--- src/rtl/mem_arbiter_pkg.sv ---
// mem_arbiter_pkg: state encoding, byte-lane count and bus-width defaults shared by the arbiter files
package mem_arbiter_pkg;
  typedef enum logic [1:0] {IDLE = 2'd0, BUS_I = 2'd1, BUS_D = 2'd2, RESP = 2'd3} state_t;
  localparam int LANES = 4;
  localparam int DATA_W_DEF = 32;
  localparam int ADDR_W_DEF = 32;
endpackage

--- src/rtl/mem_arbiter_arb_pick.sv ---
// arb_pick: picks data vs fetch; last_d=1 means the previous grant went to data
module arb_pick
  import mem_arbiter_pkg::*;
(
  input  logic i_req,
  input  logic d_req,
  input  logic last_d,
  output logic grant_d
);
  assign grant_d = d_req & (~i_req | ~last_d);
endmodule

--- src/rtl/mem_arbiter.sv ---
// mem_arbiter: shares one single-port memory between fetch and data ports; ARB_RR_EN selects round-robin
module mem_arbiter
  import mem_arbiter_pkg::*;
#(
  parameter int DATA_W = DATA_W_DEF,
  parameter int ADDR_W = ADDR_W_DEF
) (
  input  logic              clk,
  input  logic              rst,
  input  logic              i_req,
  input  logic [ADDR_W-1:0] i_addr,
  output logic [DATA_W-1:0] i_rdata,
  output logic              i_ack,
  input  logic              d_req,
  input  logic [LANES-1:0]  d_we,
  input  logic [ADDR_W-1:0] d_addr,
  input  logic [DATA_W-1:0] d_wdata,
  output logic [DATA_W-1:0] d_rdata,
  output logic              d_ack,
  output logic              m_req,
  output logic [ADDR_W-1:0] m_addr,
  output logic [LANES-1:0]  m_we,
  output logic [DATA_W-1:0] m_wdata,
  input  logic [DATA_W-1:0] m_rdata,
  input  logic              m_ready,
  output logic              busy
);
  state_t state, next;
  logic [ADDR_W-1:0] addr_q;
  logic [LANES-1:0] we_q;
  logic [DATA_W-1:0] wdata_q;
  logic gnt_d, pick_d, last_d, any;
  assign any = i_req | d_req;
  arb_pick u_pick (.i_req(i_req), .d_req(d_req), .last_d(last_d), .grant_d(pick_d));
`ifdef ARB_RR_EN
  // resets to "last = fetch" so data wins the first tie
  always_ff @(posedge clk)
    if (rst) last_d <= 1'b0;
    else if (state == IDLE && any) last_d <= pick_d;
`else
  assign last_d = 1'b0;
`endif
  always_ff @(posedge clk) begin
    if (rst) begin
      state <= IDLE;
      addr_q <= '0;
      we_q <= '0;
      wdata_q <= '0;
      gnt_d <= 1'b0;
      i_rdata <= '0;
      d_rdata <= '0;
    end else begin
      state <= next;
      if (state == IDLE && any) begin
        addr_q <= pick_d ? d_addr : i_addr;
        we_q <= pick_d ? d_we : '0;
        wdata_q <= pick_d ? d_wdata : '0;
        gnt_d <= pick_d;
      end
      if (state == BUS_I && m_ready) i_rdata <= m_rdata;
      if (state == BUS_D && m_ready) d_rdata <= m_rdata;
    end
  end
  always_comb begin
    next = state;
    m_req = state == BUS_I || state == BUS_D;
    m_addr = addr_q & {{(ADDR_W-2){1'b1}}, 2'b00};
    m_we = state == BUS_D ? we_q : '0;
    m_wdata = wdata_q;
    i_ack = state == RESP && !gnt_d;
    d_ack = state == RESP && gnt_d;
    busy = state != IDLE;
    if (state == IDLE) next = any ? (pick_d ? BUS_D : BUS_I) : IDLE;
    else if (state == RESP) next = IDLE;
    else if (m_ready) next = RESP;
  end
endmodule
--- config.mk ---
export PLATFORM = sky130hd
export DESIGN_NAME = mem_arbiter
export DESIGN_NICKNAME = d
export VERILOG_FILES = /design/src/rtl/mem_arbiter_pkg.sv /design/src/rtl/mem_arbiter_arb_pick.sv /design/src/rtl/mem_arbiter.sv
export SDC_FILE = /design/constraint.sdc
export NUM_CORES = 1
export LEC_CHECK = 0
export ABC_AREA = 0
export BUFFER_PORTS_ARGS = -buffer_cell sky130_fd_sc_hd__buf_4
export CAP_MARGIN = 25
export CORE_MARGIN = 2
export CORE_UTILIZATION = 25
export CTS_CLUSTER_DIAMETER = 150
export DETAILED_ROUTE_END_ITERATION = 8
export PLACE_DENSITY_LB_ADDON = 0.25
export REMOVE_ABC_BUFFERS = 1
export SLEW_MARGIN = 0
export SYNTH_ARGS = -nofsm -noshare
export SYNTH_HDL_FRONTEND = slang
export SYNTH_HIERARCHICAL = 1
export SYNTH_SLANG_ARGS = --single-unit
--- constraint.sdc ---
create_clock -name clk -period 1.5 [get_ports clk]
set_input_delay 0.15 -clock clk [delete_from_list [all_inputs] [get_ports clk]]
set_output_delay 0.15 -clock clk [all_outputs]
set_load 0.03 [all_outputs]
==> results.ini <==
[clock_network]
clk_pin_slew_ns = 0.06
cts_buffers = 17
cts_buffer_depth = 2
h-tree-depth = 4
clock_latency_ns = 0.41
cts_num_sinks = 133
cts_tree = done
clk_root_buffer_cell = clkbuf_16

[critical_path]
r2r_end = d_rdata[31]$_SDFFE_PP0P_
r2r_setup_slack_ns = 0.11
r2r_cells = 7
reg2reg_from = state[1]$_SDFFE_PP0P_
crit_fanout = 5
crit_required_ns = 1.35
cp-start-kind = flip-flop
arrival_ns = 1.30
critPathCaptureType = primary output
path_class = flip-flop to primary output

[floorplanning]
io_pins = 273
fp.dieW_um = 149
die-area_um2 = 22200
rows = 53
floorplan.initialDensity_pct = 25.3
placeableCoreArea_um2 = 20800
die_h_um = 149

[grt]
grt_max_degree = 60
grt.total_usage_pct = 15.3
grt_overflow = 0
grt_pass1_vias = 5043
grt_pass1_wl_um = 26800
antenna_found_initial = 0

[synth]
yosys_warnings = 6
yosysUniqueCellTypes = 26
yosysTopAreaCellShare_pct = 50.6
synthTopCellsByArea = dfxtp_1 (51%), nand2_1 (12%), a21oi_1 (9.6%), a211oi_2 (7.1%), mux2i_1 (5.7%)
avgSynthCellArea_um2 = 8.62
ys_ff_latch = 133
syn_inst = 611
synth_top_area_cell = dfxtp_1
synth_area_um2 = 5270
yosysSeqAreaShare_pct = 50.6

[sta]
post-route-min-period_ns = 1.45
maxSlewViolCount = 0
finalSetupViolCount = 0
tns_ns = 0
fmax_ghz = 0.689
hold_viol = 0
finClkSkew_ns = 0.00604
fin_crit_sh_pct = 96.7
rsz0062_at_grt = true

[final_layout]
final_area_um2 = 8940
drive_above_1_share_pct = 39.9
nNetsFinal = 1060
fill_cells = 2151
final_core_util_pct = 42.9
diodes = 0
synthToLayoutAreaGrowth_pct = 69.8
fin_cells = 1204

[job]
maxCapViolations = 0

[drt]
vias = 5254
routedWlPerCell_um = 14.5
viasPerCell = 4.36
initialDrtViolationCount = 248
ant_nets = 0
drc = 0
routed_wl_um = 17400
drt_first_pass_iters = 4

[power_and_ir_drop]
pwr-share-seq_pct = 29.7
p_clk_share_pct = 31.5
sw_frac_of_total_pct = 35.9
pwr_density_cell_nw_per_um2 = 1690
ir_drop_mv = 0.696
power.leakage_nw = 3.79
finalPower_mw = 15.1
p_int_mw = 9.68
p_comb_share_pct = 38.8
power.switching_mw = 5.41

[worst_hold_path]
holdCritPathClass = primary input to flip-flop
hp-start = d_wdata[18]
holdPathEnd = m_wdata[18]$_SDFFE_PP0P_
hold_depth = 3

[placement]
port-buffer-count = 266
placement.cell_area_um2 = 7670
dp_hpwl_um = 12100
dp_cells = 1125
place_congestion = 0.763

[outcome]
outcome = finished clean

==> area by class of cell <==
type	instances	area [um2]	share of cell area, %
clock inverter	12	228	2.55
sequential	133	2670	29.8
tap	275	344	3.85
multi-input combinational	424	2420	27.1
clock buffer	19	443	4.95
inverter	3	13.8	0.154
timing repair buffer	338	2830	31.6
==> cell families after synthesis <==
family,count (synthesis),share of synthesized area (%)
AND/OR/NAND/NOR,246,18.9
AO/OA/AOI/OAI,139,17.9
flip-flops,133,50.6
buffers and inverters,56,5.44
multiplexers,30,5.70
adder cells (fa/ha/maj),6,1.43
other,1,0.0712
==> worst max path at each step <==
stage               slack [ns]                      end             startpoint  cells after the start
floorplan                -1.61  addr_q[10]$_SDFFE_PP0P_  state[0]$_SDFFE_PP0P_                      5
global placement          0.09  addr_q[14]$_SDFFE_PP0P_  state[0]$_SDFFE_PP0P_                      6
detailed placement        0.07  addr_q[25]$_SDFFE_PP0P_  state[0]$_SDFFE_PP0P_                      6
CTS                      0.002                     busy  state[0]$_SDFFE_PP0P_                      5
global route             -0.02                    i_ack  state[0]$_SDFFE_PP0P_                      4
finish                    0.05                  m_we[1]  state[1]$_SDFFE_PP0P_                      4
==> worst max-delay path: stages, from the launching register on <==
cell	delay (ns)
dfxtp_2	0.32
buf_6	0.13
ha_4	0.17
and2_4	0.14
buf_6	0.13
==> synth_stat cells <==
| cell type | number |
|---|---|
| buf_4 | 3 |
| buf_6 | 5 |
| a21oi_1 | 101 |
| o21ai_0 | 1 |
| a311oi_1 | 1 |
| conb_1 | 1 |
| a21boi_2 | 1 |
| a211oi_1 | 1 |
| buf_1 | 7 |
| nor2b_1 | 1 |
| and2_1 | 7 |
| or2_2 | 1 |
| o211ai_1 | 1 |
| nand2_1 | 168 |
| nand3_1 | 36 |
| nor2_1 | 32 |
| dfxtp_1 | 133 |
| ha_1 | 6 |
| a211oi_2 | 30 |
| or3_1 | 1 |
| buf_2 | 22 |
| o21a_1 | 2 |
| inv_1 | 3 |
| mux2i_1 | 30 |
| clkbuf_1 | 16 |
| o21ai_2 | 1 |
==> cell usage in the layout (no fill, tap or decap), types with 6 or more instances in the layout <==
cell,synthesis,final
buf_12,0,11
clkbuf_16,0,17
dfxtp_1,133,131
dlygate4sd3_1,0,47
buf_6,5,9
nand3_1,36,36
buf_4,3,271
mux2i_1,30,30
bufinv_16,0,6
nor2_1,32,32
nand2_1,168,168
a211oi_2,30,30
a21oi_1,101,101
==> power groups by stage <==
stage	logic [mW]	registers (mW)	clock network, mW
after floorplan	1.77	5.42	0
final	5.86	4.49	4.75
after global placement	5.61	4.53	0
after detailed placement	5.62	4.54	0
after CTS	5.81	4.49	4.88
after global routing	6.31	4.58	5.04
==> routing by layer <==
metal  track usage, %  share of wire (%)  vias up
li1                 -                  -     2654
met1             18.0                 41     2449
met2             27.2                 53      122
met3             3.43                3.7       29
met4             5.86                2.3        0
met5                0                  0        -
==> stage by stage <==
step | hold WS (ns) | setup slack, ns
2_1_floorplan | 0.215 | -1.61
3_3_place_gp | 0.409 | 0.0871
3_5_place_dp | 0.415 | 0.0681
4_1_cts | 0.0000996 | 0.00199
5_1_grt | 0.00443 | -0.0156
6_report | 0.0233 | 0.0490
==> repair_timing <==
action / CTS / global route
cloned: 0 / 0
setup buffers: 0 / 1
endpoints found under the hold margin: 79 / 0
pin swaps: 0 / 6
resized for setup: 20 / 12
hold buffers: 47 / 0
endpoints found under the setup margin: 7 / 54
==> state kept, by name, indices dropped and copies added (netlist names) <==
signal and flops:
i_rdata 32, we_q 4, state 2, addr_q 30, m_wdata 32, gnt_d 1, d_rdata 32
(Power assumes the default switching activity.)
